**src/rtl/mem_fetch_if.sv**
```systemverilog
// Bus bundle for mem_fetch_stage: upstream handshake, RAM and flash read ports,
// and the compositor output. modport master is the fetch stage, slave is its environment.
interface mem_fetch_if #(
  parameter int RAM_AW = 26
);
  // Every valid/ready pair transfers on a rising edge where both are 1; the
  // sender holds its payload stable until then. A req stays high with a stable
  // address until its ack is sampled high.
  logic              in_valid;
  logic              in_ready;
  logic              readRamEn;
  logic              readFlashEn;
  logic [7:0]        layerID;
  logic [RAM_AW-1:0] layerBase;
  logic [RAM_AW-1:0] ramAddressOffset;
  logic [29:0]       flashAddressBits;

  logic              ram_req;
  logic [RAM_AW-1:0] ram_addr;
  logic              ram_ack;
  logic [31:0]       ram_rdata;

  logic              flash_req;
  logic [26:0]       flash_addr;
  logic              flash_ack;
  logic [7:0]        flash_rdata;

  logic              out_valid;
  logic              out_ready;
  logic [7:0]        out_layerID;
  logic [31:0]       out_pixel;
  logic              out_fontBit;
  logic              out_drawn;
  logic              out_isText;
  logic              fetch_error;

  modport master (
    input  in_valid, readRamEn, readFlashEn, layerID, layerBase, ramAddressOffset,
           flashAddressBits, ram_ack, ram_rdata, flash_ack, flash_rdata, out_ready,
    output in_ready, ram_req, ram_addr, flash_req, flash_addr, out_valid,
           out_layerID, out_pixel, out_fontBit, out_drawn, out_isText, fetch_error
  );

  modport slave (
    output in_valid, readRamEn, readFlashEn, layerID, layerBase, ramAddressOffset,
           flashAddressBits, ram_ack, ram_rdata, flash_ack, flash_rdata, out_ready,
    input  in_ready, ram_req, ram_addr, flash_req, flash_addr, out_valid,
           out_layerID, out_pixel, out_fontBit, out_drawn, out_isText, fetch_error
  );
endinterface

```
**src/rtl/mem_fetch_stage.sv**
```systemverilog
// Memory fetch stage: reads a RAM pixel word and/or a flash font byte per item and
// presents the result to the compositor. Optional ack watchdog: FETCH_TIMEOUT_EN.
module mem_fetch_stage #(
  parameter int RAM_AW         = 26,
  parameter int TIMEOUT_CYCLES = 255
) (
  input  logic        clk,
  input  logic        reset,
  mem_fetch_if.master bus,
  output logic [1:0]  state_dbg
);

  typedef enum logic [1:0] {
    IDLE       = 2'd0,
    RAM_WAIT   = 2'd1,
    FLASH_WAIT = 2'd2,
    OUT_HOLD   = 2'd3
  } state_t;

  state_t            state;
  state_t            state_next;
  logic              in_ready_c;
  logic              ram_req_c;
  logic              flash_req_c;
  logic              out_valid_c;
  logic              tmo;

  logic [RAM_AW-1:0] ram_addr_r;
  logic [26:0]       flash_addr_r;
  logic [2:0]        bit_sel;
  logic              ram_en_r;
  logic              flash_en_r;
  logic [7:0]        id_r;
  logic [31:0]       pixel_r;
  logic              font_r;
  logic              drawn_r;
  logic              text_r;
  logic              font_bit;

  // MSB-first bit select: bit (7 - sel) is bit ~sel for a 3-bit sel.
  assign font_bit = bus.flash_rdata[~bit_sel];

  always_ff @(posedge clk or posedge reset) begin
    if (reset) state <= IDLE;
    else       state <= state_next;
  end

  always_comb begin
    state_next  = state;
    in_ready_c  = 1'b0;
    ram_req_c   = 1'b0;
    flash_req_c = 1'b0;
    out_valid_c = 1'b0;
    unique case (state)
      IDLE: begin
        in_ready_c = 1'b1;
        if (bus.in_valid) begin
          if (bus.readRamEn)        state_next = RAM_WAIT;
          else if (bus.readFlashEn) state_next = FLASH_WAIT;
          else                      state_next = OUT_HOLD;
        end
      end
      RAM_WAIT: begin
        ram_req_c = 1'b1;
        if (bus.ram_ack) state_next = flash_en_r ? FLASH_WAIT : OUT_HOLD;
        else if (tmo)    state_next = OUT_HOLD;
      end
      FLASH_WAIT: begin
        flash_req_c = 1'b1;
        if (bus.flash_ack || tmo) state_next = OUT_HOLD;
      end
      OUT_HOLD: begin
        out_valid_c = 1'b1;
        if (bus.out_ready) state_next = IDLE;
      end
      default: state_next = IDLE;
    endcase
  end

  // Results start cleared at transfer so skipped or timed-out fetches read as 0.
  always_ff @(posedge clk or posedge reset) begin
    if (reset) begin
      ram_addr_r   <= '0;
      flash_addr_r <= '0;
      bit_sel      <= '0;
      ram_en_r     <= 1'b0;
      flash_en_r   <= 1'b0;
      id_r         <= '0;
      pixel_r      <= '0;
      font_r       <= 1'b0;
      drawn_r      <= 1'b0;
      text_r       <= 1'b0;
    end else begin
      unique case (state)
        IDLE: begin
          if (bus.in_valid) begin
            ram_addr_r   <= bus.layerBase + bus.ramAddressOffset;
            flash_addr_r <= bus.flashAddressBits[29:3];
            bit_sel      <= bus.flashAddressBits[2:0];
            ram_en_r     <= bus.readRamEn;
            flash_en_r   <= bus.readFlashEn;
            id_r         <= bus.layerID;
            text_r       <= bus.readFlashEn;
            pixel_r      <= '0;
            font_r       <= 1'b0;
            drawn_r      <= 1'b0;
          end
        end
        RAM_WAIT: begin
          if (bus.ram_ack) begin
            pixel_r <= bus.ram_rdata;
            drawn_r <= !flash_en_r;
          end
        end
        FLASH_WAIT: begin
          if (bus.flash_ack) begin
            font_r  <= font_bit;
            drawn_r <= ram_en_r & font_bit;
          end
        end
        default: ;
      endcase
    end
  end

`ifdef FETCH_TIMEOUT_EN
  localparam int CNT_W = ($clog2(TIMEOUT_CYCLES + 1) > 8) ? $clog2(TIMEOUT_CYCLES + 1) : 8;

  logic [CNT_W-1:0] wait_cnt;
  logic             waiting;
  logic             err_r;

  assign waiting = (state == RAM_WAIT) || (state == FLASH_WAIT);
  assign tmo = ((state == RAM_WAIT && !bus.ram_ack) || (state == FLASH_WAIT && !bus.flash_ack))
               && (wait_cnt == CNT_W'(TIMEOUT_CYCLES - 1));

  always_ff @(posedge clk or posedge reset) begin
    if (reset)                                wait_cnt <= '0;
    else if (!waiting || state_next != state) wait_cnt <= '0;
    else                                      wait_cnt <= wait_cnt + 1'b1;
  end

  always_ff @(posedge clk or posedge reset) begin
    if (reset)    err_r <= 1'b0;
    else if (tmo) err_r <= 1'b1;
  end

  assign bus.fetch_error = err_r;
`else
  // Watchdog compiled out: the comparison is false for every legal limit.
  assign tmo             = (TIMEOUT_CYCLES < 0);
  assign bus.fetch_error = 1'b0;
`endif

  assign bus.in_ready    = in_ready_c;
  assign bus.ram_req     = ram_req_c;
  assign bus.flash_req   = flash_req_c;
  assign bus.out_valid   = out_valid_c;
  assign bus.ram_addr    = ram_addr_r;
  assign bus.flash_addr  = flash_addr_r;
  assign bus.out_layerID = id_r;
  assign bus.out_pixel   = pixel_r;
  assign bus.out_fontBit = font_r;
  assign bus.out_drawn   = drawn_r;
  assign bus.out_isText  = text_r;
  assign state_dbg       = state;

endmodule

```
**src/flat_wrapper.sv**
```systemverilog
// flat-port wrapper written by rule: the top's interface ports become plain ports
module mem_fetch_stage_flat 
#(
  parameter int RAM_AW         = 26,
  parameter int TIMEOUT_CYCLES = 255
)
  (clk, reset, state_dbg, bus_in_valid, bus_readRamEn, bus_readFlashEn, bus_layerID, bus_layerBase, bus_ramAddressOffset, bus_flashAddressBits, bus_ram_ack, bus_ram_rdata, bus_flash_ack, bus_flash_rdata, bus_out_ready, bus_in_ready, bus_ram_req, bus_ram_addr, bus_flash_req, bus_flash_addr, bus_out_valid, bus_out_layerID, bus_out_pixel, bus_out_fontBit, bus_out_drawn, bus_out_isText, bus_fetch_error);
  mem_fetch_if #(.RAM_AW(RAM_AW)) bus_i ();
  input  logic clk;
  input  logic reset;
  output logic [1:0] state_dbg;
  input wire logic [$bits(bus_i.in_valid)-1:0] bus_in_valid;
  input wire logic [$bits(bus_i.readRamEn)-1:0] bus_readRamEn;
  input wire logic [$bits(bus_i.readFlashEn)-1:0] bus_readFlashEn;
  input wire logic [$bits(bus_i.layerID)-1:0] bus_layerID;
  input wire logic [$bits(bus_i.layerBase)-1:0] bus_layerBase;
  input wire logic [$bits(bus_i.ramAddressOffset)-1:0] bus_ramAddressOffset;
  input wire logic [$bits(bus_i.flashAddressBits)-1:0] bus_flashAddressBits;
  input wire logic [$bits(bus_i.ram_ack)-1:0] bus_ram_ack;
  input wire logic [$bits(bus_i.ram_rdata)-1:0] bus_ram_rdata;
  input wire logic [$bits(bus_i.flash_ack)-1:0] bus_flash_ack;
  input wire logic [$bits(bus_i.flash_rdata)-1:0] bus_flash_rdata;
  input wire logic [$bits(bus_i.out_ready)-1:0] bus_out_ready;
  output wire logic [$bits(bus_i.in_ready)-1:0] bus_in_ready;
  output wire logic [$bits(bus_i.ram_req)-1:0] bus_ram_req;
  output wire logic [$bits(bus_i.ram_addr)-1:0] bus_ram_addr;
  output wire logic [$bits(bus_i.flash_req)-1:0] bus_flash_req;
  output wire logic [$bits(bus_i.flash_addr)-1:0] bus_flash_addr;
  output wire logic [$bits(bus_i.out_valid)-1:0] bus_out_valid;
  output wire logic [$bits(bus_i.out_layerID)-1:0] bus_out_layerID;
  output wire logic [$bits(bus_i.out_pixel)-1:0] bus_out_pixel;
  output wire logic [$bits(bus_i.out_fontBit)-1:0] bus_out_fontBit;
  output wire logic [$bits(bus_i.out_drawn)-1:0] bus_out_drawn;
  output wire logic [$bits(bus_i.out_isText)-1:0] bus_out_isText;
  output wire logic [$bits(bus_i.fetch_error)-1:0] bus_fetch_error;
  assign bus_i.in_valid = bus_in_valid;
  assign bus_i.readRamEn = bus_readRamEn;
  assign bus_i.readFlashEn = bus_readFlashEn;
  assign bus_i.layerID = bus_layerID;
  assign bus_i.layerBase = bus_layerBase;
  assign bus_i.ramAddressOffset = bus_ramAddressOffset;
  assign bus_i.flashAddressBits = bus_flashAddressBits;
  assign bus_i.ram_ack = bus_ram_ack;
  assign bus_i.ram_rdata = bus_ram_rdata;
  assign bus_i.flash_ack = bus_flash_ack;
  assign bus_i.flash_rdata = bus_flash_rdata;
  assign bus_i.out_ready = bus_out_ready;
  assign bus_in_ready = bus_i.in_ready;
  assign bus_ram_req = bus_i.ram_req;
  assign bus_ram_addr = bus_i.ram_addr;
  assign bus_flash_req = bus_i.flash_req;
  assign bus_flash_addr = bus_i.flash_addr;
  assign bus_out_valid = bus_i.out_valid;
  assign bus_out_layerID = bus_i.out_layerID;
  assign bus_out_pixel = bus_i.out_pixel;
  assign bus_out_fontBit = bus_i.out_fontBit;
  assign bus_out_drawn = bus_i.out_drawn;
  assign bus_out_isText = bus_i.out_isText;
  assign bus_fetch_error = bus_i.fetch_error;
  mem_fetch_stage #(.RAM_AW(RAM_AW), .TIMEOUT_CYCLES(TIMEOUT_CYCLES)) u_core (.clk(clk), .reset(reset), .bus(bus_i), .state_dbg(state_dbg));
endmodule
```
**config.mk**
```make
export PLATFORM = sky130hd
export DESIGN_NAME = mem_fetch_stage_flat
export DESIGN_NICKNAME = d
export VERILOG_FILES = /design/src/rtl/mem_fetch_if.sv /design/src/rtl/mem_fetch_stage.sv /design/src/flat_wrapper.sv
export SDC_FILE = /design/constraint.sdc
export NUM_CORES = 1
export LEC_CHECK = 0
export ABC_CLOCK_PERIOD_IN_PS = 3700
export CAP_MARGIN = 20
export CORE_MARGIN = 3
export CORE_UTILIZATION = 44
export CTS_BUF_LIST = sky130_fd_sc_hd__clkbuf_4
export DETAILED_ROUTE_END_ITERATION = 16
export HOLD_SLACK_MARGIN = 0.02
export PLACE_DENSITY = 0.86
export REMOVE_ABC_BUFFERS = 1
export SLEW_MARGIN = 20
export SYNTH_ARGS = -nofsm -noshare
export SYNTH_HDL_FRONTEND = slang
export SYNTH_SLANG_ARGS = --single-unit
```
**constraint.sdc**
```tcl
create_clock -name clk -period 3.7 [get_ports clk]
set_input_delay 0.74 -clock clk [delete_from_list [all_inputs] [get_ports clk]]
set_output_delay 0.74 -clock clk [all_outputs]
set_load 0.01 [all_outputs]
```
### After elaboration in Yosys (flattened, before gate mapping)

Cells that the tools add are included.

| word-level totals | value |
|---|---|
| flip-flop bits (word level) | 102 |
| logic and storage cells | 54 |
| input bits | 138 |

| cells by class | value |
|---|---|
| multiplexer cells | 23 |
| bitwise gates (word level) | 2 |
| equal/unequal tests | 7 |
| magnitude comparators | 1 |
| add/sub/neg operators | 1 |
| reductions and logical operators | 10 |

Operators with widths:

| kind | count |
|---|---|
| 32-bit two-way mux | 2 |
| 32-bit one-hot mux with 2 select lines | 1 |
| 26-bit adder | 1 |
| 1-bit two-way mux | 11 |
| 2-bit two-way mux | 5 |
| 2-bit inequality test (second input constant) | 4 |
| 2-bit one-hot mux with 4 select lines | 1 |
| 4-bit AND reduction | 2 |
| 3-bit AND reduction | 2 |
| 2-bit == test (second input constant) | 2 |
| 3-bit by 4-bit < comparator with 1-bit output (second input constant) | 1 |
| 2-bit nonzero test | 2 |
| 1-bit binary-select mux with 3-bit select | 1 |
| 3-bit NOT | 1 |
| 1-bit one-hot mux with 3 select lines | 1 |
| 3-bit nonzero test | 1 |
| 2-bit by 1-bit == test with 1-bit output (second input constant) | 1 |
| 2-bit logical NOT | 1 |
| 1-bit one-hot mux with 2 select lines | 1 |
| 2-bit AND reduction | 1 |
| 1-bit AND | 1 |
| 1-bit logical NOT | 1 |

### Logic depth before layout (Yosys ltp)

| logic depth | value |
|---|---|
| depth after elaboration | 6 |
| depth in mapped cells | 9 |
| gate-level depth less buffers | 8 |

### Worst setup path before layout

Ideal clock, no wire load.

| timing path | value |
|---|---|
| kind | input port to flip-flop |
| start point | input port bus_ramAddressOffset[0] |
| end point | register u_core.ram_addr_r[22] (netlist: u_core.bus.ram_addr[22]) |
| slack | 1.081 ns |
| required time | 3.573 ns |
| setup time | 0.127 ns |
| data arrival time | 2.492 ns |
| stages | 8 |
| cells stage by stage | ha_1 fa_1 a21o_1 a221oi_4 o2bb2ai_1 nor4b_1 or4_1 nand3_1 |

| between the ends | value |
|---|---|
| longest elaborated chain between the ends | 1 |

RTL lines:

| element | RTL line | RTL |
|---|---|---|
| start: declaration | flat_wrapper.sv:17 | `input wire logic [$bits(bus_i.ramAddressOffset)-1:0] bus_ramAddressOffset;` |
| 26-bit adder | mem_fetch_stage.sv:97 | `ram_addr_r <= bus.layerBase + bus.ramAddressOffset;` |
| end signal: assignment | mem_fetch_stage.sv:97 |  |
| end: declaration | mem_fetch_stage.sv:28 | `logic [RAM_AW-1:0] ram_addr_r;` |

No other way between the ends.
A chain may end at the register's enable or synchronous reset.

### Worst setup path in the final report

| timing path | value |
|---|---|
| start point | register u_core.state[1] (netlist: u_core.state_dbg[1]) |
| end point | output port bus_ram_req |

| between the ends | value |
|---|---|
| longest elaborated chain between the ends | 2 |

RTL lines:

| element | RTL line | RTL |
|---|---|---|
| start: declaration | mem_fetch_stage.sv:20 | `state_t state;` |
| start signal: assignment | mem_fetch_stage.sv:45 | `else state <= state_next;` |
| 2-bit by 1-bit == test with 1-bit output | mem_fetch_stage.sv:54 | `unique case (state)` |
| 1-bit two-way mux | mem_fetch_stage.sv:54 |  |
| end: declaration | flat_wrapper.sv:25 | `output wire logic [$bits(bus_i.ram_req)-1:0] bus_ram_req;` |

No other way between the ends.

==> metrics.log <==
[metrics] outcome: finished, final reports clean
[metrics] final cycle utilization of the critical path: 0.788
[metrics] area share of the leading cell type in the synthesized netlist: 0.466
[metrics] #FFs+latches synth: 102
[metrics] source-to-sink clock delay at the later pin of the worst-skew pair: 0.44 ns
[metrics] maximum fanout along the worst path: 13
[metrics] P_sw: around 2.0 mW
[metrics] Reg power frac: 0.347
[metrics] Die Span X: 118 um
[metrics] netlist area before placement: 5480 sq um
[metrics] die footprint: between 10000 and 15000 sq um
[metrics] Static Leakage: 3.66 nW
[metrics] post-layout worst setup margin: 0.783 ns
[metrics] number of synthesized flops with an enable pin: 0
[metrics] cts repair resizes: 0
[metrics] post-synth cell types: between 50 and 60
[metrics] cell with the largest stage delay on the worst path: sky130_fd_sc_hd__clkdlybuf4s50_1
[metrics] worst slack, placed: 0.457 ns
[metrics] worst hold path startpoint: u_core.bus.ram_addr[0]
[metrics] number of setup violations in the final report: 0
[metrics] number of warnings printed during yosys synthesis: 0
[metrics] share of power burned in combinational logic: 0.519
[metrics] max incr delay on CP: about 0.65 ns
[metrics] hold crit path type: reg2reg
[metrics] transition time at the pin with the least slew margin: 0.776 ns
[metrics] Port-buffer cells: 239
[metrics] share of synthesized area occupied by flip-flops and latches: 0.466
[metrics] floorplan core area: roughly 12000 sq um
[metrics] final weighted congestion in routability-driven placement: 0.874
[metrics] fraction of registers with async set or reset after synthesis: 1.00
[metrics] cell at the root of the clock tree: sky130_fd_sc_hd__clkbuf_4
[metrics] Final Critical Period: 2.92 ns
[metrics] nets: 1030
[metrics] WP buf/inv: 2
[metrics] kind of start point of the critical path: flip-flop
[metrics] starting DRC count in detailed routing: 422
[metrics] remaining antenna violation count: 0
[metrics] worst clock skew: 0.0150 ns
[metrics] startpoint of the most critical register-to-register path: u_core.state_dbg[0]
[metrics] Std-Cell Rows: 40
[metrics] Bufs on Longest Clock Path: 2
[metrics] ranking of synthesized cells by instance count: sky130_fd_sc_hd__nand2_1, sky130_fd_sc_hd__dfrtp_1, sky130_fd_sc_hd__o21ai_0, sky130_fd_sc_hd__ha_1, sky130_fd_sc_hd__a21oi_1
[metrics] average wire per standard cell: between 15 and 20 um
[metrics] cell area power density: 659 nW/um^2
[metrics] share of post-route cells with drive strength above 1: 0.0473
[metrics] Post-Route WL: 16.0 mm
[metrics] Synth Flop Type: sky130_fd_sc_hd__dfrtp_1
[metrics] Clock transition at path regs: approximately 0.16 ns
[metrics] highest achievable clock rate: 343 MHz
[metrics] share of total power consumed by net switching: 0.377
[metrics] number of global-route vias before repair: roughly 5000
[metrics] arrival time reported for the critical path endpoint: 2.18 ns
[metrics] Max-cap violations: 0
[metrics] CP delay by family, top: buffers and inverters
[metrics] total inserted antenna cells: 0
[metrics] Seq. cell area: around 2600 sq um
[metrics] final HPWL from detailed placement: 12.5 mm
[metrics] gr ovfl total: 0
[metrics] total of hold buffers inserted after clock tree synthesis: 0
[metrics] first-pass GRT wire length: 25.6 mm
[metrics] antenna violations before repair: 0
[metrics] chain of cells forming the critical path: inv_1 -> ha_1 -> clkdlybuf4s50_1
[metrics] launch point of the worst path: u_core.state_dbg[1]
[metrics] relative area change from synthesis to final layout: 50.1%
[metrics] Vias per Instance: 5.13
[metrics] iteration count of the initial detailed-routing pass: 5
[metrics] multi-input gate area in the final layout: around 2800 sq um
[metrics] RSZ-0062 raised after global routing: false
[metrics] Slew Viols, Final: 0
[metrics] gate count of the mapped netlist: 637
[metrics] most area-consuming cells after synthesis: sky130_fd_sc_hd__dfrtp_1, sky130_fd_sc_hd__nand2_1, sky130_fd_sc_hd__ha_1
[metrics] Num CTS Buffers: 9
[metrics] summed negative setup slack over all endpoints: 0 ns
[metrics] endpoint kind of the worst setup timing path: output pin
[metrics] WP data required: 2.96 ns
[metrics] post-synthesis cell type with the largest combined area: sky130_fd_sc_hd__dfrtp_1
[metrics] chip height: 118 um
[metrics] cell-internal power: roughly 3.4 mW
[metrics] headroom to the max-slew limit: 0.483
[metrics] part of the power in the clock network: 0.134
[metrics] number of fillers in the final layout: just under 1000
[metrics] CTS HTree Levels: 3
[metrics] VDD IR max: 281 uV
[metrics] CTS tree: yes
[metrics] most numerous cell in the Yosys netlist: sky130_fd_sc_hd__nand2_1
[metrics] count of vias placed by the detailed router: 5305
[metrics] total global routing track utilization: 0.228
[metrics] maximum number of pins on one net before global-route repair: 65
[metrics] number of DRC violations after detailed routing: 0
[metrics] count of buffers added by post-CTS timing repair for setup: 0
[metrics] Post-Syn Area per Cell: about 8.6 sq um
[metrics] Fin. Hold Viols: 0
[metrics] initial core utilization: 0.452
[metrics] I/O pin count: 241
[metrics] number of clock sinks seen by CTS: 102
[metrics] worst setup path category: reg2out
## registers in the layout, indices dropped and copies added (netlist names)
register and cells:
u_core.bus.out_drawn 1, u_core.bus.out_fontBit 1, u_core.bus.ram_addr 26, u_core.bus.flash_addr 27, u_core.state_dbg 2, u_core.bus.out_pixel 32, u_core.ram_en_r 1, u_core.flash_en_r 1
u_core.bus.out_layerID 8, u_core.bit_sel 3
## kinds of logic (layout without fill, tap and decap cells)
group | Yosys count | in the layout | share of synthesized area
and+or+nand+nor | 297 | 297 | 0.224
AOI/OAI and AO/OA | 141 | 141 | 0.165
DFF | 102 | 102 | 0.466
buffers and inverters | 44 | 273 | 0.0322
adders and majority gates | 31 | 31 | 0.0722
xor gates and xnor gates | 13 | 13 | 0.0208
muxes | 8 | 8 | 0.0194
other | 1 | 1 | 0.000684
## layer usage
layer	up-vias	share of wire	track usage
met1	2433	0.42	0.294
met5	-	0	0
met2	237	0.49	0.385
met3	19	0.077	0.0529
li1	2616	-	-
met4	0	0.017	0.0681
## layout by cell type, fill, tap and decap left out, drive strengths merged, types with 3 or more instances in the layout
cell / instances
o21a: 5
a211oi: 5
dfrtp: 102
mux2i: 5
clkbuf: 11
nand4: 9
and2: 4
or4: 3
xor2: 9
buf: 8
nor3: 10
bufinv: 3
nand3: 12
nor2: 20
xnor2: 4
o21bai: 4
o211ai: 4
o31ai: 6
nand2: 228
a21o: 10
ha: 30
clkdlybuf4s50: 239
and3: 3
inv: 11
a21oi: 25
o21ai: 63
## tightest hold or removal path, cell delays in order, from the launching register on
cell and delay [ns]:
sky130_fd_sc_hd__dfrtp_1 0.37, sky130_fd_sc_hd__nand2_1 0.05, sky130_fd_sc_hd__nand2_1 0.05
## area by class of cell
cell class / count / area share
Clock buffer: 11 / 0.0100
Clock inverter: 5 / 0.0129
Inverter: 10 / 0.00487
Multi-Input combinational cell: 491 / 0.337
Sequential cell: 102 / 0.310
Tap cell: 168 / 0.0256
Timing Repair Buffer: 247 / 0.300
## worst paths after layout
check	to	slack [ns]	depth (start not counted)
setup / recovery	bus_ram_req	0.78	3
hold / removal	u_core.bus.ram_addr[0]	0.49	2
setup reg to reg	u_core.state_dbg[0]	1.31	8
hold reg to reg	u_core.bus.ram_addr[0]	0.49	2
max in group asynchronous	u_core.bus.flash_addr[14]	2.21	3
min in group asynchronous	u_core.bus.flash_addr[11]	0.77	2
## through the flow
stage	area [sq um]	utilization	hold slack (ns)	instances	power, mW
2_1_floorplan	5340	-	0.451	603	3.17
4_1_cts	8230	0.679	0.496	1034	5.47
3_5_place_dp	8040	0.664	0.462	1018	4.75
6_report	8230	0.679	0.487	1034	5.42
5_1_grt	8230	0.679	0.517	1034	5.81
3_3_place_gp	8040	0.664	0.456	1018	4.66
## power groups by stage
stage	Combinational [mW]	Sequential, mW	Clock [mW]
6_report	2.81	1.88	0.727
5_1_grt	3.07	1.95	0.787
4_1_cts	2.84	1.89	0.745
3_5_place_dp	2.83	1.91	0
3_3_place_gp	2.77	1.89	0
2_1_floorplan	1.06	2.11	0
No activity file was read; power rests on OpenSTA's default activity.
